===== config.mk =====
export PLATFORM = sky130hd
export DESIGN_NAME = uart_rx_cfg
export DESIGN_NICKNAME = d
export VERILOG_FILES = /design/src/rtl/uart_rx_cfg.sv
export SDC_FILE = /design/constraint.sdc
export NUM_CORES = 1
export LEC_CHECK = 0
export CORE_UTILIZATION = 40
export DETAILED_ROUTE_END_ITERATION = 7
export GPL_TIMING_DRIVEN = 0
export PLACE_DENSITY = 0.68
export SETUP_SLACK_MARGIN = 0.3
export SLEW_MARGIN = 20
export SYNTH_ARGS = -nofsm -noshare
export SYNTH_HDL_FRONTEND = slang
export SYNTH_SLANG_ARGS = --single-unit

===== constraint.sdc =====
create_clock -name clk -period 2.35 [get_ports clk]
set_input_delay 0.5875 -clock clk [delete_from_list [all_inputs] [get_ports clk]]
set_output_delay 0.5875 -clock clk [all_outputs]
set_load 0.02 [all_outputs]

===== src/rtl/uart_rx_cfg.sv =====
// Configurable UART receiver: 5..9 data bits, none/odd/even parity, 1 or 2 stop bits,
// 3-sample majority voting, false-start rejection, break handling and per-word error flags.
module uart_rx_cfg #(
  parameter int unsigned F         = 8000000,
  parameter int unsigned BAUD      = 115200,
  parameter int unsigned DATA_BITS = 8,
  parameter int unsigned PARITY    = 0,
  parameter int unsigned STOP_BITS = 1
) (
  input  logic                 clk,
  input  logic                 rst,
  input  logic                 rx,
  output logic                 valid,
  input  logic                 ready,
  output logic [DATA_BITS-1:0] data,
  output logic                 perr,
  output logic                 ferr,
  output logic                 ovr
);

  localparam int unsigned MOD = (F + BAUD / 2) / BAUD;
  localparam int unsigned H   = MOD / 2;
  localparam int unsigned CW  = $clog2(MOD);
  localparam int unsigned BW  = 4;
  localparam logic PAR_EN  = (PARITY != 0);
  localparam logic PAR_ODD = (PARITY == 1);

  if (MOD < 8) begin : g_mod_chk
    $error("uart_rx_cfg: fewer than 8 clocks per bit");
  end
  if (DATA_BITS < 5 || DATA_BITS > 9) begin : g_db_chk
    $error("uart_rx_cfg: DATA_BITS must be 5..9");
  end
  if (PARITY > 2) begin : g_par_chk
    $error("uart_rx_cfg: PARITY must be 0, 1 or 2");
  end
  if (STOP_BITS < 1 || STOP_BITS > 2) begin : g_stop_chk
    $error("uart_rx_cfg: STOP_BITS must be 1 or 2");
  end

  typedef enum logic [2:0] {
    S_IDLE  = 3'd0,
    S_START = 3'd1,
    S_DATA  = 3'd2,
    S_PAR   = 3'd3,
    S_STOP  = 3'd4,
    S_BRK   = 3'd5
  } state_t;

  state_t               state_q, state_d;
  logic                 rx_m, rx_s;
  logic [CW-1:0]        ctx_q;
  logic                 s0_q, s1_q;
  logic [BW-1:0]        cnt_q;
  logic [DATA_BITS-1:0] shift_q;
  logic                 par_acc_q, ferr_acc_q;

  logic bit_c, bt_c, done_c, ferr_new_c, perr_new_c, timer_idle_c;

  // Two-flop synchroniser, idle-high
  always_ff @(posedge clk or negedge rst) begin
    if (!rst) begin
      rx_m <= 1'b1;
      rx_s <= 1'b1;
    end else begin
      rx_m <= rx;
      rx_s <= rx_m;
    end
  end

  assign bit_c        = (s0_q & s1_q) | (s0_q & rx_s) | (s1_q & rx_s);
  assign bt_c         = (ctx_q == CW'(H + 1)) && (state_q != S_IDLE) && (state_q != S_BRK);
  assign ferr_new_c   = ferr_acc_q | ~bit_c;
  assign perr_new_c   = PAR_EN ? (PAR_ODD ? ~par_acc_q : par_acc_q) : 1'b0;
  assign timer_idle_c = (state_q == S_IDLE) || (state_q == S_BRK) ||
                        (state_d == S_IDLE) || (state_d == S_BRK);

  always_ff @(posedge clk or negedge rst) begin
    if (!rst) state_q <= S_IDLE;
    else      state_q <= state_d;
  end

  // Next-state logic; done_c marks the decision tick of the last stop bit
  always_comb begin
    state_d = state_q;
    done_c  = 1'b0;
    case (state_q)
      S_IDLE:  if (!rx_s) state_d = S_START;
      S_START: if (bt_c) state_d = bit_c ? S_IDLE : S_DATA;
      S_DATA:  if (bt_c && cnt_q == BW'(DATA_BITS - 1)) state_d = PAR_EN ? S_PAR : S_STOP;
      S_PAR:   if (bt_c) state_d = S_STOP;
      S_STOP: begin
        if (bt_c && cnt_q == BW'(STOP_BITS - 1)) begin
          done_c  = 1'b1;
          state_d = ferr_new_c ? S_BRK : S_IDLE;
        end
      end
      S_BRK:   if (rx_s) state_d = S_IDLE;
      default: state_d = S_IDLE;
    endcase
  end

  // Bit timer, samplers and frame accumulation
  always_ff @(posedge clk or negedge rst) begin
    if (!rst) begin
      ctx_q      <= '0;
      s0_q       <= 1'b0;
      s1_q       <= 1'b0;
      cnt_q      <= '0;
      shift_q    <= '0;
      par_acc_q  <= 1'b0;
      ferr_acc_q <= 1'b0;
    end else begin
      if (timer_idle_c)                ctx_q <= '0;
      else if (ctx_q == CW'(MOD - 1))  ctx_q <= '0;
      else                             ctx_q <= ctx_q + CW'(1);
      if (ctx_q == CW'(H - 1)) s0_q <= rx_s;
      if (ctx_q == CW'(H))     s1_q <= rx_s;
      if (bt_c) begin
        case (state_q)
          S_START: begin
            cnt_q      <= '0;
            par_acc_q  <= 1'b0;
            ferr_acc_q <= 1'b0;
          end
          S_DATA: begin
            shift_q   <= {bit_c, shift_q[DATA_BITS-1:1]};
            par_acc_q <= par_acc_q ^ bit_c;
            cnt_q     <= (cnt_q == BW'(DATA_BITS - 1)) ? '0 : cnt_q + BW'(1);
          end
          S_PAR: par_acc_q <= par_acc_q ^ bit_c;
          S_STOP: begin
            ferr_acc_q <= ferr_new_c;
            cnt_q      <= (cnt_q == BW'(STOP_BITS - 1)) ? '0 : cnt_q + BW'(1);
          end
          default: ;
        endcase
      end
    end
  end

  // Output word register: load, overrun or consume
  always_ff @(posedge clk or negedge rst) begin
    if (!rst) begin
      valid <= 1'b0;
      data  <= '0;
      perr  <= 1'b0;
      ferr  <= 1'b0;
      ovr   <= 1'b0;
    end else if (done_c) begin
      if (!valid || ready) begin
        data  <= shift_q;
        perr  <= perr_new_c;
        ferr  <= ferr_new_c;
        ovr   <= 1'b0;
        valid <= 1'b1;
      end else begin
        ovr <= 1'b1;
      end
    end else if (valid && ready) begin
      valid <= 1'b0;
    end
  end

endmodule


==> impl_metrics.csv, run 1 <==
group,metric,value,unit
floorplanning,die_h,72.81,um
routing,drc,0,
floorplanning,die_w,72.81,um
routing,vias,1371,
min_path,hold_class,"input pin to asynchronous set/reset pin",
synthesis,synth_top_family_by_area,"simple AND/OR/NAND/NOR gates",
grt,grt_pass1_vias,1358,
grt,grt_pass1_wl,6.327,mm
worst_setup_path,cp_slowest_stage_delay,0.43,ns
clocking,clkTransAtPathRegs,0.07,ns
synthesis,synth_edf_count,0,
grt,top_usage_layer,"met2",
sta,max_freq,0.4881,GHz
layout,fin_area,0.002547,mm^2
grt,grt.total_usage,15.88,%
sta,setup_viol,0,
grt,use_met1,20.95,%
synthesis,ys_warn_count,0,
floorplanning,core,0.004786,mm^2
worst_setup_path,startpoint_type,"flop",
synthesis,synth.area.mux_share,11.79,%
grt,antenna_found_initial,0,
worst_setup_path,cp_data_arrival_time,2.22,ns
routing,drt_iter0_markers,70,
power_and_ir_drop,ir_drop,0.5670,mV
sta,finalCritPeriodShare,87.19,%
clocking,cts_tree,"built",
routing,antenna_left,0,
worst_setup_path,critPathMaxFanout,7,
power_and_ir_drop,p_per_area,654.7,mW/mm^2
floorplanning,dieArea,0.005301,mm^2
synthesis,synth_xor_area_share,2.620,%
power_and_ir_drop,swShare,28.23,%
power_and_ir_drop,p_int,1.197,mW
synthesis,synthSimpleGateAreaFrac,17.09,%
worst_setup_path,cp_cell_sequence,"or2_4 > or2_1 > buf_6 > o31a_1 > o31ai_4 > buf_6 > a21oi_2",
placed_design,io_buffers,14,
grt,grt_max_degree,27,
synthesis,synth_nets,181,
worst_setup_path,startpoint,"ctx_q[4]",
grt,gr-total-overflow,0,
layout,antennaDiodeCount,0,
routing,dr.pass1.iters,4,
synthesis,async_flop_share,100.0,%
synthesis,syn_area,0.002006,mm^2
worst_setup_path,path_delay_family,"compound AO/OA/AOI/OAI gates",
sta,rsz0062_at_grt,"true",
sta,finalHoldViolations,0,
worst_setup_path,crit_path_frequent_cell,"buf_6",
worst_setup_path,setup.worst_path.class,"flop to flop",
sta,period_minus_slack,2.049,ns
floorplanning,rows,25,
clocking,clkSinkCount,38,
outcome,status,"completed",
synthesis,synth-adder-area-share,4.242,%
placed_design,gp_congestion,0.7901,
routing,via_per_inst,4.932,
layout,area_delta_synth_final,27.01,%
synthesis,ys.flop_type,"dfrtp_1",
synthesis,synth_cells,171,
clocking,cts_buffers,5,
synthesis,ys_seq_area_share,47.54,%
clocking,clkLatencyLatePin,0.28,ns
placed_design,placed_area,0.002247,mm^2
layout,drive_gt1_share,30.81,%
placed_design,place_hpwl,2.541,mm
worst_setup_path,crit_buf_inv,2,
sta,skew,0.003170,ns
layout,fin_nets,220,
layout,utilization,53.23,%
clocking,cts_root_buf,"clkbuf_8",
power_and_ir_drop,p_comb_share,23.1,%
sta,timing.final.max_slew_violations,0,
layout,stdcell_count,278,
power_and_ir_drop,p_leak,1.136,nW
floorplanning,initial_utilization,41.91,%
power_and_ir_drop,clock_power_share,32.4,%
run,maxCapViolations,0,
worst_setup_path,r2r-start,"ctx_q[4]",
synthesis,synth-seq-cells,38,
routing,wl_per_cell,13.24,um
clocking,cts.path.max_buffers,2,
clocking,h-tree-depth,2,
sta,holdWs,0.1863,ns
clocking,ctsHoldBuffers,0,
power_and_ir_drop,p_seq_share,44.5,%
placed_design,place_inst,253,
synthesis,synth_cell_types,54,
grt,globalRouteMet3Util,3.315,%
routing,wirelength,3.681,mm
grt,met2_usage,25.34,%
worst_setup_path,end_kind,"flop",
synthesis,synth_compound_area_share,12.54,%
worst_setup_path,worstPathRequired,2.52,ns
synthesis,avgSynthCellArea,11.73,um^2
power_and_ir_drop,switchingPower,0.4709,mW
worst_setup_path,critical_path.slowest_cell,"dfrtp_1",
floorplanning,io_pins,16,
[sequential cells by signal (all words and copies together), names as in the netlist]
name,cells
valid,1
ferr_acc_q,1
data,8
ovr,1
rx_m,1
s1_q,1
cnt_q,4
s0_q,1
ferr,1
state_q,3
ctx_q,7
shift_q,8
rx_s,1
[metal layers]
layer | vias up | share of wire [%]
li1 | 678 | -
met1 | 665 | 46
met2 | 24 | 49
met3 | 4 | 3.2
met4 | 0 | 1.1
met5 | - | 0
[cells by family after synthesis]
kind of cell,after synthesis
AOI/OAI and AO/OA,35
DFF,38
adders and majority gates,7
xor gates and xnor gates,6
buffers and inverters,15
and+or+nand+nor,53
other,1
muxes,16
[cell usage in the layout (no fill, tap or decap), types with 2 or more instances in the layout]
master / n
dfstp_2: 2
or3b_4: 2
mux2_4: 15
nor2_1: 9
o21ai_1: 2
nand2_1: 14
dfrtp_1: 35
inv_1: 10
nand3_1: 3
buf_4: 14
a21oi_1: 8
xnor2_1: 5
a21o_1: 2
nand2b_1: 8
buf_2: 2
buf_12: 2
clkdlybuf4s50_1: 13
a21oi_2: 3
clkinv_2: 2
buf_6: 4
ha_1: 5
nor3_4: 2
o21ai_0: 5
clkbuf_8: 5
[worst paths after layout]
kind	end	slack, ns	cells past startpoint
worst max-delay path	ctx_q[2]	0.30	7
worst min-delay path	data[3]	0.19	1
worst max register to register	ctx_q[2]	0.30	7
worst min register to register	rx_s	0.36	0
max in group asynchronous	rx_m	1.65	2
min in group clk	rx_s	0.36	0
[power by group through the flow]
stage | combinational, mW | clock (mW) | sequential, mW
after detailed placement | 0.279 | 0 | 0.759
after CTS | 0.292 | 0.555 | 0.754
after global placement | 0.269 | 0 | 0.757
after global routing | 0.427 | 0.584 | 0.748
final | 0.385 | 0.541 | 0.741
after floorplan | 0.214 | 0 | 0.747
[per-stage QoR]
step,TNS [ns],worst slack [ns],power [mW]
after floorplan,0,0.3422,0.9608
after global placement,-7.392,-0.2079,1.026
after detailed placement,0,0.1197,1.038
after CTS,0,0.1605,1.601
after global routing,0,0.2287,1.759
final,0,0.3011,1.668
[cells in the mapped netlist, drive strengths merged, types with 2 or more instances]
| cell type | n | share of area, % |
|---|---|---|
| a21o | 3 | 1.1 |
| a21oi | 11 | 2.7 |
| nand2 | 14 | 2.6 |
| o32ai | 2 | 0.87 |
| ha | 6 | 3.7 |
| dfrtp | 36 | 45 |
| o21ai | 7 | 1.7 |
| nor3 | 4 | 2.1 |
| xnor2 | 5 | 2.2 |
| or3b | 2 | 1.0 |
| nand2b | 8 | 2.5 |
| nor2 | 9 | 1.7 |
| mux2 | 16 | 12 |
| nand3 | 3 | 0.75 |
| or2 | 2 | 0.75 |
| dfstp | 2 | 2.6 |
| inv | 10 | 1.9 |
| buf | 4 | 1.9 |
[what timing repair did]
item | in CTS | in global routing
pin swaps | 3 | 6
hold endpoints to repair | 0 | 0
setup buffers | 7 | 10
setup endpoints to repair | 24 | 17
resized for setup | 2 | 10
[layout make-up]
cell class / instances / area (um^2)
Timing Repair Buffer: 32 / 306.5
Multi-Input combinational cell: 118 / 1013
Fill cell: 410 / 2238
Clock inverter: 3 / 40.04
Clock buffer: 5 / 68.82
Tap cell: 67 / 83.83
Inverter: 10 / 37.54
Buffer: 5 / 42.54
Sequential cell: 38 / 954.7
No activity file was read; power rests on OpenSTA's default activity.
==> run 2, diff against run 1 <==
--- a/config.mk
+++ b/config.mk
@@ -5,10 +5,10 @@
 export SDC_FILE = /design/constraint.sdc
 export NUM_CORES = 1
 export LEC_CHECK = 0
-export CORE_UTILIZATION = 40
+export CORE_UTILIZATION = 35
 export DETAILED_ROUTE_END_ITERATION = 7
 export GPL_TIMING_DRIVEN = 0
-export PLACE_DENSITY = 0.68
+export PLACE_DENSITY = 0.63
 export SETUP_SLACK_MARGIN = 0.3
 export SLEW_MARGIN = 20
 export SYNTH_ARGS = -nofsm -noshare
==> impl_metrics.csv, run 2 (synthesis results as in run 1) <==
group,metric,value,unit
clocking,cts_tree,"built",
sta,finalHoldViolations,0,
grt,grt.total_usage,13.47,%
floorplanning,dieArea,0.006037,mm^2
layout,area_delta_synth_final,23.89,%
clocking,h-tree-depth,2,
floorplanning,die_h,77.70,um
power_and_ir_drop,p_comb_share,20.8,%
routing,drt_iter0_markers,46,
power_and_ir_drop,switchingPower,0.4622,mW
sta,setup_viol,0,
layout,top_regs,"data: 8 flops, shift_q: 8 flops, ctx_q: 7 flops",
layout,fin_nets,215,
sta,finalCritPeriodShare,87.13,%
worst_setup_path,setup.worst_path.class,"flop to flop",
worst_setup_path,worstPathRequired,2.53,ns
clocking,cts.path.max_buffers,2,
layout,utilization,45.13,%
layout,n_fill_cell,511,
clocking,clkTransAtPathRegs,0.08,ns
clocking,cts_buffers,5,
grt,grt_pass1_wl,6.216,mm
worst_setup_path,critPathMaxFanout,8,
routing,dr.pass1.iters,4,
floorplanning,initial_utilization,36.42,%
power_and_ir_drop,p_seq_share,48.8,%
outcome,status,"completed",
grt,grt_max_degree,28,
placed_design,placed_area,0.002253,mm^2
routing,via_per_inst,4.874,
power_and_ir_drop,swShare,29.92,%
floorplanning,io_pins,16,
placed_design,place_hpwl,2.567,mm
power_and_ir_drop,clock_power_share,30.4,%
clocking,cts_root_buf,"clkbuf_8",
grt,antenna_found_initial,0,
layout,fin_area,0.002485,mm^2
sta,relSlewSlack,54.88,%
layout,antennaDiodeCount,0,
sta,period_minus_slack,2.048,ns
routing,wirelength,3.709,mm
layout,final_cell_mix,"dfrtp_1, mux2_4, nand2_1",
layout,multi_input_area,991.0,um^2
floorplanning,core,0.005507,mm^2
routing,wl_per_cell,13.34,um
placed_design,io_buffers,14,
min_path,hold_class,"input pin to asynchronous set/reset pin",
worst_setup_path,end_kind,"flop",
placed_design,gp_congestion,0.7634,
sta,max_freq,0.4884,GHz
layout,drive_gt1_share,27.18,%
power_and_ir_drop,ir_drop,0.3654,mV
worst_setup_path,cp_data_arrival_time,2.23,ns
sta,rsz0062_at_grt,"true",
layout,mostFrequentLayoutCell,"dfrtp_1",
routing,antenna_left,0,
grt,gr-total-overflow,0,
layout,regArea,954.7,um^2
power_and_ir_drop,p_per_area,621.6,mW/mm^2
worst_setup_path,startpoint_type,"flop",
sta,worstMarginPinSlew,0.6748,ns
floorplanning,die_w,77.70,um
clocking,ctsHoldBuffers,0,
power_and_ir_drop,p_leak,1.108,nW
run,maxCapViolations,0,
routing,drc,0,
floorplanning,rows,27,
routing,vias,1355,
clocking,clkSinkCount,38,
clocking,clkLatencyLatePin,0.29,ns
grt,grt_pass1_vias,1274,
power_and_ir_drop,p_int,1.083,mW
sta,skew,0.005669,ns
sta,timing.final.max_slew_violations,0,
-- run 2: cell types whose count changed in the layout (fill, tap and decap cells not counted), moves of 2 or more --
cell	before	now
buf_4	14	10
a21oi_1	8	10
buf_6	4	2
a21oi_2	3	1
-- run 2: routing by layer --
metal | share of wire, % | vias up | GRT usage, %
met2 | 45 | 11 | 19.29
met5 | 0 | - | 0
met1 | 51 | 679 | 19.11
met3 | 2.1 | 4 | 3.176
met4 | 1.6 | 0 | 6.226
li1 | - | 661 | -
-- run 2: worst max-delay path: stages (launching register included) --
cell and delay [ns]:
dfrtp_2 0.45, or3b_4 0.42, nor4_4 0.34, a21boi_4 0.25
buf_8 0.17, mux2_4 0.31
-- run 2: repair_timing --
action	in CTS	in global routing
buffers inserted	7	5
gates resized for setup	2	3
endpoints found under the setup margin	24	17
endpoints found under the hold margin	0	0
pin swaps	3	3
-- run 2: power groups by stage --
stage | clock network, mW | registers, mW | logic, mW
6_report | 0.470 | 0.754 | 0.321
4_1_cts | 0.489 | 0.753 | 0.289
5_1_grt | 0.505 | 0.760 | 0.367
3_5_place_dp | 0 | 0.758 | 0.277
2_1_floorplan | 0 | 0.747 | 0.214
3_3_place_gp | 0 | 0.757 | 0.271
-- run 2: through the flow --
step	setup TNS (ns)	setup WS (ns)	std cells	power [mW]	hold WS, ns
after global placement	-8.813	-0.2470	257	1.028	0.3473
after floorplan	0	0.3422	171	0.9608	0.2919
after detailed placement	0	0.1159	258	1.036	0.3512
after global routing	0	0.2165	278	1.632	0.1996
final	0	0.3025	278	1.545	0.1759
after CTS	0	0.1539	273	1.531	0.1740
-- run 2: worst paths after layout --
| kind | from | to | slack [ns] | depth (start not counted) |
|---|---|---|---|---|
| max | state_q[1] | data[3] | 0.30 | 5 |
| min | rst | data[2] | 0.18 | 1 |
| max reg2reg | state_q[1] | data[3] | 0.30 | 5 |
| min reg2reg | rx_m | rx_s | 0.37 | 0 |
| max in group asynchronous | rst | rx_m | 1.66 | 2 |
| min in group clk | rx_m | rx_s | 0.37 | 0 |
-- run 2: layout make-up --
| cell class | instances | share of cell area, % |
|---|---|---|
| plain buffers | 5 | 1.712 |
| clock buffers | 6 | 3.323 |
| clock inverters | 2 | 0.5035 |
| inverters | 10 | 1.511 |
| multi-input cells | 118 | 39.88 |
| flip-flops and latches | 38 | 38.42 |
| well taps | 72 | 3.625 |
| repair buffers | 27 | 11.03 |
==> run 3, diff against run 2 <==
==> config.mk (replaced) <==
export PLATFORM = sky130hd
export DESIGN_NAME = uart_rx_cfg
export DESIGN_NICKNAME = d
export VERILOG_FILES = /design/src/rtl/uart_rx_cfg.sv
export SDC_FILE = /design/constraint.sdc
export NUM_CORES = 1
export LEC_CHECK = 0
export CORE_UTILIZATION = 55
export DETAILED_ROUTE_END_ITERATION = 7
export GPL_TIMING_DRIVEN = 0
export PLACE_DENSITY = 0.86
export SETUP_SLACK_MARGIN = 0.3
export SYNTH_ARGS = -nofsm -noshare
export SYNTH_HDL_FRONTEND = slang
export SYNTH_SLANG_ARGS = --single-unit
==> impl_metrics.csv, run 3 (synthesis results as in run 1) <==
group,metric,value,unit
routing,wl_per_cell,16.49,um
clocking,clkSinkCount,38,
sta,rsz0062_at_grt,"true",
floorplanning,dieArea,0.003892,mm^2
grt,grt_max_degree,39,
clocking,h-tree-depth,2,
min_path,hold_class,"input pin to asynchronous set/reset pin",
sta,worstMarginPinSlew,0.8451,ns
clocking,clkTransAtPathRegs,0.11,ns
clocking,cts_tree,"built",
outcome,status,"completed",
floorplanning,die_w,62.39,um
sta,relSlewSlack,43.66,%
layout,antennaDiodeCount,0,
placed_design,pre_cts_ws,0.1489,ns
floorplanning,die_h,62.39,um
clocking,clkLatencyLatePin,0.35,ns
grt,grt_pass1_wl,7.010,mm
clocking,cts_root_buf,"clkbuf_4",
routing,wirelength,4.254,mm
grt,grt_pass1_vias,1491,
sta,period_minus_slack,2.051,ns
floorplanning,io_pins,16,
power_and_ir_drop,p_leak,1.113,nW
routing,drc,0,
placed_design,place_inst,231,
layout,final_cell_mix,"dfrtp_1, buf_4, mux2_4",
sta,max_freq,0.4875,GHz
sta,timing.final.max_slew_violations,0,
sta,finalHoldViolations,0,
worst_setup_path,cp_data_arrival_time,2.28,ns
placed_design,io_buffers,14,
grt,antenna_found_initial,0,
power_and_ir_drop,p_total,1.476,mW
sta,finalCritPeriodShare,87.28,%
routing,via_per_inst,5.593,
layout,stdcell_count,258,
worst_setup_path,critPathMaxFanout,5,
power_and_ir_drop,p_per_area,604.8,mW/mm^2
clocking,cts.path.max_buffers,2,
power_and_ir_drop,ir_drop,0.4398,mV
layout,drive_gt1_share,29.72,%
worst_setup_path,end_kind,"flop",
routing,vias,1443,
grt,gr-total-overflow,0,
grt,grt.total_usage,23.62,%
routing,dr.pass1.iters,7,
placed_design,place_hpwl,2.647,mm
floorplanning,initial_utilization,58.72,%
layout,top_regs,"data: 8 flops, shift_q: 8 flops, ctx_q: 7 flops",
sta,fin_ws,0.2988,ns
sta,skew,0.009579,ns
routing,drt_iter0_markers,93,
clocking,cts_buffers,5,
placed_design,gp_congestion,0.8252,
floorplanning,core,0.003416,mm^2
floorplanning,rows,21,
layout,area_delta_synth_final,21.65,%
layout,mostFrequentLayoutCell,"dfrtp_1",
worst_setup_path,startpoint_type,"flop",
routing,antenna_left,0,
sta,setup_viol,0,
worst_setup_path,worstPathRequired,2.57,ns
run,maxCapViolations,0,
layout,fin_nets,221,
worst_setup_path,setup.worst_path.class,"flop to flop",
[run 3: critical path, cell delays in order (launching register included)]
cell,delay [ns]
dfrtp_1,0.44
ha_4,0.18
nand4bb_4,0.11
or2_1,0.25
buf_6,0.13
o31a_1,0.37
o31ai_4,0.35
a21oi_1,0.11
[run 3: power by group]
part	internal, mW	switching [mW]	total [mW]
registers	0.698	0.0511	0.749
logic	0.170	0.200	0.370
clock network	0.145	0.211	0.356
total	1.01	0.462	1.48
[run 3: path summary, 6_finish.rpt]
check / startpoint / endpoint / slack (ns) / cells past startpoint
setup / recovery: ctx_q[1] / ctx_q[5] / 0.30 / 7
hold / removal: rst / cnt_q[3] / 0.33 / 1
setup reg to reg: ctx_q[1] / ctx_q[5] / 0.30 / 7
hold reg to reg: rx_m / rx_s / 0.36 / 0
max in group asynchronous: rst / state_q[1] / 1.42 / 1
min in group clk: rx_m / rx_s / 0.36 / 0
[run 3: repair_timing]
action	in CTS	in global routing
buffers inserted	9	10
pin swaps	4	10
endpoints found under the setup margin	23	20
endpoints found under the hold margin	0	0
hold buffers	0	0
resized for setup	2	7
[run 3: area by class of cell]
type	count	area [um^2]
Buffer	5	42.54
Timing Repair Buffer	33	285.3
Clock inverter	1	5.005
Tap cell	46	57.56
Sequential cell	38	954.7
Fill cell	226	975.9
Clock buffer	7	55.05
Multi-Input combinational cell	118	1002
Inverter	10	37.54
[run 3: per-layer routing]
metal	up-vias	GRT usage (%)	part of all wire (%)	wire (um)
met5	-	0	0	0
met3	12	4.562	3.2	138
met2	32	39.97	52	2203
met4	0	11.34	2.3	99
met1	727	29.02	43	1813
li1	672	-	-	-
[run 3: per-stage QoR]
| step | instance area (um^2) | utilization (%) | hold WS (ns) | TNS, ns |
|---|---|---|---|---|
| finish | 2440 | 71.43 | 0.3327 | 0 |
| global route | 2440 | 71.43 | 0.3657 | 0 |
| CTS | 2335 | 68.35 | 0.3508 | 0 |
| detailed placement | 2201 | 64.43 | 0.3484 | 0 |
| global placement | 2206 | 64.58 | 0.3460 | -3.109 |
| floorplan | 2008 | - | 0.2919 | 0 |
==> variant 1: new RTL, settings of run 2 <==
Set the localparam `BW` to 6 (it was 4).
--- a/src/rtl/uart_rx_cfg.sv
+++ b/src/rtl/uart_rx_cfg.sv
@@ -21,7 +21,7 @@
   localparam int unsigned MOD = (F + BAUD / 2) / BAUD;
   localparam int unsigned H   = MOD / 2;
   localparam int unsigned CW  = $clog2(MOD);
-  localparam int unsigned BW  = 4;
+  localparam int unsigned BW  = 6;
   localparam logic PAR_EN  = (PARITY != 0);
   localparam logic PAR_ODD = (PARITY == 1);
 
Check against the original RTL: same outputs for any inputs over 10 cycles, from zero or initial values and one cycle with rst low; that may be too few to reach the edited logic, so the function may still have changed.
==> variant 1 against run 2 <==
  * Worst hold slack got worse by 0.012 ns
  * Power up 20%
  * Die area increased by 1.2%
  * Highest routed layer unchanged
  * Sequential cell count up 2
  * Critical path depth increased by 2
  * Routed wire length rose by 5.5%
  * Non-clock buffer count did not move
  * Final area is 0.20% higher
  * Clock skew grew 0.0022 ns
  * Setup slack better by 0.025 ns
  * Via count up 6.7%
  * Area after synthesis increased by 1.2%
==> variant 1: results (changes against run 2) <==
The run finished with clean final reports. The final net count is 224 (+4.2%), and the leakage dissipation is 1.14 nW (+3.0%). The startpoint identified for the worst register-to-register timing path is ctx_q[0].

The share of power burned in combinational logic is 29.8% (+9.0 points). The logs give 2280 um2 (+1.0%) for the total placed instance area and 18.3% (-0.81 points) for the met1 usage. The met2 layer usage reported by global route was 23.1% (+3.8 points). For the detailed-placement wirelength estimate, the log shows 2740 um (+6.7%). The synthesized instance count is 181 (+5.8%), and the compound-gate portion of the synthesized area is 8.56% (-4.0 points). The tools report the worst clock skew on the final layout as 0.00788 ns (+0.00221 ns). The XOR/XNOR share of the synthesized area was 2.59% (-0.032 points). The post-synthesis mux area share is 10.7% (-1.1 points), and the largest vdd supply drop is 0.000302 V (-17%). The combined global-route utilization of all metal layers is 13.9% (+0.47 points), and the global-route wire length before repair is 6730 um (+8.3%). The run gives 0 (unchanged) as the number of antenna cells inserted. The tools report the worst slack at placement as 0.153 ns (+0.0371 ns). The tools report the cell total after placement as 268 (+3.9%). Ranked by total cell area, the synthesized netlist is headed by sky130_fd_sc_hd__dfrtp_1 47%, sky130_fd_sc_hd__mux2_2 10%, sky130_fd_sc_hd__ha_1 3.7%, sky130_fd_sc_hd__dfstp_2 2.6%, sky130_fd_sc_hd__nand2_1 2.4%. Total nets after synthesis: 191 (+5.5%).

The commonest cells after synthesis are 38 x sky130_fd_sc_hd__dfrtp_1, 18 x sky130_fd_sc_hd__mux2_2, 13 x sky130_fd_sc_hd__nand2_1. For the pin count of the biggest net entering global routing, the log shows 31 (+11%). The worst path setup slack after routing was 0.328 ns (+0.0251 ns). The logs give 1.85 mW (+20%) for the post-route total power and 63 (+37%) for the DRC marker count from the first detailed-route iteration.

The initial antenna violation count is 0 (unchanged). The depth of the worst register-to-register path came out at 7 (+2). The endpoint identified for the worst register-to-register timing path is ctx_q[3]. The power density relative to cell area works out to 745 nW/um2 (+20%).

The aggregate routed wire length is 3910 um (+5.5%). For the internal power contribution, the log shows 1.25 mW (+15%). The logs give 49.4% (+1.9 points) for the sequential-to-total area share from yosys stat and 48 (-11%) for the distinct cell type count after synthesis. The fraction of layout instances using a drive strength above 1 is 30.7% (+3.5 points), and the global routing met3 resource utilization is 2.79% (-0.39 points). The final worst hold slack is 0.164 ns (-0.0119 ns), and the total via count after detailed routing is 1,446 (+6.7%). Share of total power in sequential cells: 45.9% (-2.9 points). The tools report the clock buffer count from CTS as 5 (unchanged). The final non-filler cell total is 287 (+3.2%), and the fraction of the mapped netlist area in adder cells is 4.19% (-0.052 points). The run gives 4 (unchanged) as the total iterations of the first detailed-routing run. The maximum fanout along the worst path was 7 (-1).

The count of fill cells added during filler insertion came out at 518 (+1.4%). The weighted congestion at the end of routability-driven global placement came out at 0.775 (+1.6%).
==> variant 1: critical path: stages (launching register included) <==
cell and delay (ns):
sky130_fd_sc_hd__dfrtp_1 0.37, sky130_fd_sc_hd__ha_2 0.19, sky130_fd_sc_hd__and4bb_4 0.27, sky130_fd_sc_hd__nand2_4 0.09, sky130_fd_sc_hd__or3_4 0.39, sky130_fd_sc_hd__nand3_2 0.09, sky130_fd_sc_hd__mux2_4 0.36, sky130_fd_sc_hd__nor3b_2 0.18
==> variant 1: area by class of cell <==
type / count / share of cell area (%)
Sequential cell: 40 / 40.3
Multi-Input combinational cell: 130 / 40.8
Inverter: 5 / 0.754
Tap cell: 72 / 3.62
Clock buffer: 5 / 2.76
Buffer: 6 / 1.51
Clock inverter: 3 / 0.754
Timing Repair Buffer: 26 / 9.55
==> variant 1: metal layers <==
| layer | wire, um | vias up |
|---|---|---|
| li1 | - | 699 |
| met5 | 0 | - |
| met4 | 6 | 0 |
| met2 | 2030 | 22 |
| met3 | 73 | 2 |
| met1 | 1810 | 723 |
==> variant 1: how the worst max path moves through the flow <==
| stage | depth (start not counted) | end | from |
|---|---|---|---|
| after floorplan | 7 | ctx_q[3] | ctx_q[0] |
| after global placement | 1 | data[6] | rst |
| after detailed placement | 7 | ctx_q[3] | ctx_q[0] |
| after CTS | 6 | ctx_q[3] | cnt_q[3] |
| after global routing | 8 | ctx_q[3] | cnt_q[0] |
| final | 7 | ctx_q[3] | ctx_q[0] |
==> variant 1: timing repair <==
action,CTS,global route
endpoints found under the hold margin,0,0
hold buffers,0,0
setup buffers,6,5
endpoints found under the setup margin,15,24
resized for setup,1,13
pin swaps,3,5
==> variant 2: new RTL, config.mk and constraints of run 2 <==
Without the edit above. The 6 states of `state_t` get a one-hot encoding in 6 bits.
--- a/src/rtl/uart_rx_cfg.sv
+++ b/src/rtl/uart_rx_cfg.sv
@@ -38,13 +38,13 @@
     $error("uart_rx_cfg: STOP_BITS must be 1 or 2");
   end
 
-  typedef enum logic [2:0] {
-    S_IDLE  = 3'd0,
-    S_START = 3'd1,
-    S_DATA  = 3'd2,
-    S_PAR   = 3'd3,
-    S_STOP  = 3'd4,
-    S_BRK   = 3'd5
+  typedef enum logic [5:0] {
+    S_IDLE  = 6'b000001,
+    S_START = 6'b000010,
+    S_DATA  = 6'b000100,
+    S_PAR   = 6'b001000,
+    S_STOP  = 6'b010000,
+    S_BRK   = 6'b100000
   } state_t;
 
   state_t               state_q, state_d;
Behaviour: no difference found for any inputs over 10 cycles, from zero or initial values and one cycle with rst low; not proved beyond that.
==> variant 2 against run 2 <==
  * Routed wire length is 0.73% higher
  * Clock skew is 0.0061 ns higher
  * Highest routed layer unchanged
  * Count of clock-buffer cells in the layout is 1 lower
  * Final area is 0.20% higher
  * Area after synthesis is 3.8% higher
  * Largest power group unchanged
  * Setup slack better by 0.097 ns
  * Worst hold slack worse by 0.020 ns
  * Critical endpoint is now shift_q[6]
  * Power is 2.1% higher
  * Sequential cell count is 3 higher
==> variant 2: results (changes against run 2) <==
The count of fill cells added during filler insertion was 549 (+7.4%); the aggregate routed wire length was 3740 um (+0.73%). The number of global-route vias before repair was 1,411 (+11%); the post-synthesis to final-layout area growth was 19.6%. Combined global-route utilization of all metal layers: 13.5% (+0.046 points). The sequential-to-total area share from yosys stat was 49.5% (+1.9 points). After synthesis, the cell types taking the most area are sky130_fd_sc_hd__dfrtp_1 46%, sky130_fd_sc_hd__mux2_2 5.9%, sky130_fd_sc_hd__mux2_4 5.8%, sky130_fd_sc_hd__dfstp_2 3.8%, sky130_fd_sc_hd__ha_1 3.6%. The clock reaches the later pin of the worst-skew pair after 0.30 ns. The DRC marker count from the first detailed-route iteration is 59 (+28%).

For the total iterations of the first detailed-routing run, the log shows 4 (unchanged). The flow ran to the end, and the final reports show no timing, DRC or antenna violations. The worst path setup slack after routing is 0.400 ns (+0.0971 ns). The weighted congestion at the end of routability-driven global placement was 0.812 (+6.3%); the yosys synthesis warning count was 0 (unchanged). The class of the tightest hold or removal check was input port to asynchronous set/reset pin. The master of the slowest instance on the critical path is sky130_fd_sc_hd__dfrtp_2. The mean post-synth cell area is 11.9 um2 (+1.4%), and the pin count of the biggest net entering global routing is 32 (+14%). Total placed instance area: 2330 um2 (+3.3%). The flip-flop cell with the highest count after synthesis is sky130_fd_sc_hd__dfrtp_1. Largest vdd supply drop: 0.000430 V (+18%). By count the netlist is led by 38 x sky130_fd_sc_hd__dfrtp_1, 17 x sky130_fd_sc_hd__nor2_1, 11 x sky130_fd_sc_hd__mux2_2.

The largest registers in the layout are data (8), shift_q (8), ctx_q (7). The global-route wire length before repair was 6530 um (+5.0%). The tools report the number of antenna cells inserted as 0 (unchanged).

The largest buffer count on any clock path is 2 (unchanged). The final net count came out at 210 (-2.3%). Count of H-tree levels built during CTS: 2 (unchanged).

The initial antenna violation count came out at 0 (unchanged). The number of buffers inserted by port buffering is 14 (unchanged), and the detailed-placement wirelength estimate is 2580 um (+0.58%). The critical path arrival is 2.14 ns (-0.09 ns), and the average wire length per cell after detail routing is 13.7 um (+2.6%). The fraction of layout instances using a drive strength above 1 is 28.9% (+1.7 points), and the cell total after placement is 262 (+1.6%). The worst clock skew on the final layout came out at 0.0118 ns (+0.00612 ns). The leakage dissipation was 1.11 nW (+0.51%); the clock buffer count from CTS was 5 (unchanged). The tools report the distinct cell type count after synthesis as 55 (+1.9%). The detailed-route vias per instance works out to 5.19 (+6.4%). The share of async-settable or async-resettable flops after synthesis is 100% (unchanged). The buffer cell driving the clock tree root was sky130_fd_sc_hd__clkbuf_8. For the total nets after synthesis, the log shows 185 (+2.2%). The maximum fanout along the worst path was 8 (unchanged); the clock slew at the register clock pins of the worst setup and hold paths was 0.08 ns (about the same). Kind of cell adding the most delay to the critical path: simple AND/OR/NAND/NOR gates.

The worst slack at placement was 0.214 ns (+0.0985 ns). Worst stage delay on the critical path: 0.41 ns (-0.04 ns).
[variant 2: changes by cell type after synthesis, moves of 3 or more]
| cell | before | now |
|---|---|---|
| sky130_fd_sc_hd__nand2b_1 | 8 | 3 |
| sky130_fd_sc_hd__mux2_4 | 15 | 8 |
| sky130_fd_sc_hd__a21oi_1 | 11 | 2 |
| sky130_fd_sc_hd__nand4_1 | 0 | 3 |
| sky130_fd_sc_hd__nand3_1 | 3 | 6 |
| sky130_fd_sc_hd__nand2_1 | 14 | 7 |
| sky130_fd_sc_hd__xor2_1 | 1 | 4 |
| sky130_fd_sc_hd__buf_4 | 1 | 5 |
| sky130_fd_sc_hd__xnor2_1 | 5 | 2 |
| sky130_fd_sc_hd__mux2_2 | 0 | 11 |
| sky130_fd_sc_hd__nor2_1 | 9 | 17 |
[variant 2: per-layer routing]
| metal | part of all wire [%] | vias up | GRT usage (%) |
|---|---|---|---|
| met4 | 2.6 | 0 | 7.27 |
| met3 | 3.1 | 8 | 3.22 |
| met5 | 0 | - | 0 |
| met1 | 47 | 713 | 17.3 |
| met2 | 47 | 20 | 21.0 |
| li1 | - | 675 | - |
[variant 2: what timing repair did]
action                     4_1_cts  5_1_grt
gates resized for setup          2        5
buffers inserted                 3        0
pin swaps                        1        1
cloned                           0        0
setup endpoints to repair       22       22
[variant 2: final cells by class]
class | instances | share of cell area, %
clock inverter | 3 | 1.76
inverter | 8 | 1.21
tap | 72 | 3.62
timing repair buffer | 18 | 7.14
multi-input combinational | 119 | 39.7
buffer | 7 | 2.41
clock buffer | 5 | 2.76
sequential | 41 | 41.4
[variant 2: path summary, 6_finish.rpt]
path / from / endpoint / slack [ns] / depth (start not counted)
worst max-delay path: ctx_q[0] / shift_q[6] / 0.40 / 6
worst max register to register: ctx_q[0] / shift_q[6] / 0.40 / 6
min in group clk: rx_m / rx_s / 0.36 / 0
worst min-delay path: rst / ctx_q[3] / 0.16 / 1
worst min register to register: rx_m / rx_s / 0.36 / 0
max in group asynchronous: rst / state_q[0] / 1.67 / 2
[variant 2: cells by family after synthesis]
logic type,after synthesis,synth area share (%)
flip-flops,41,49.5
AO/OA/AOI/OAI,25,10.3
XOR/XNOR,6,2.52
AND/OR/NAND/NOR,60,17.2
buffers and inverters,15,4.03
other,1,0.180
adder cells (fa/ha/maj),7,4.09
multiplexers,20,12.2
[variant 2: report_power, final]
part	total (mW)	switching (mW)	internal, mW
Combinational	0.248	0.143	0.105
Sequential	0.755	0.0210	0.734
Clock	0.573	0.255	0.318
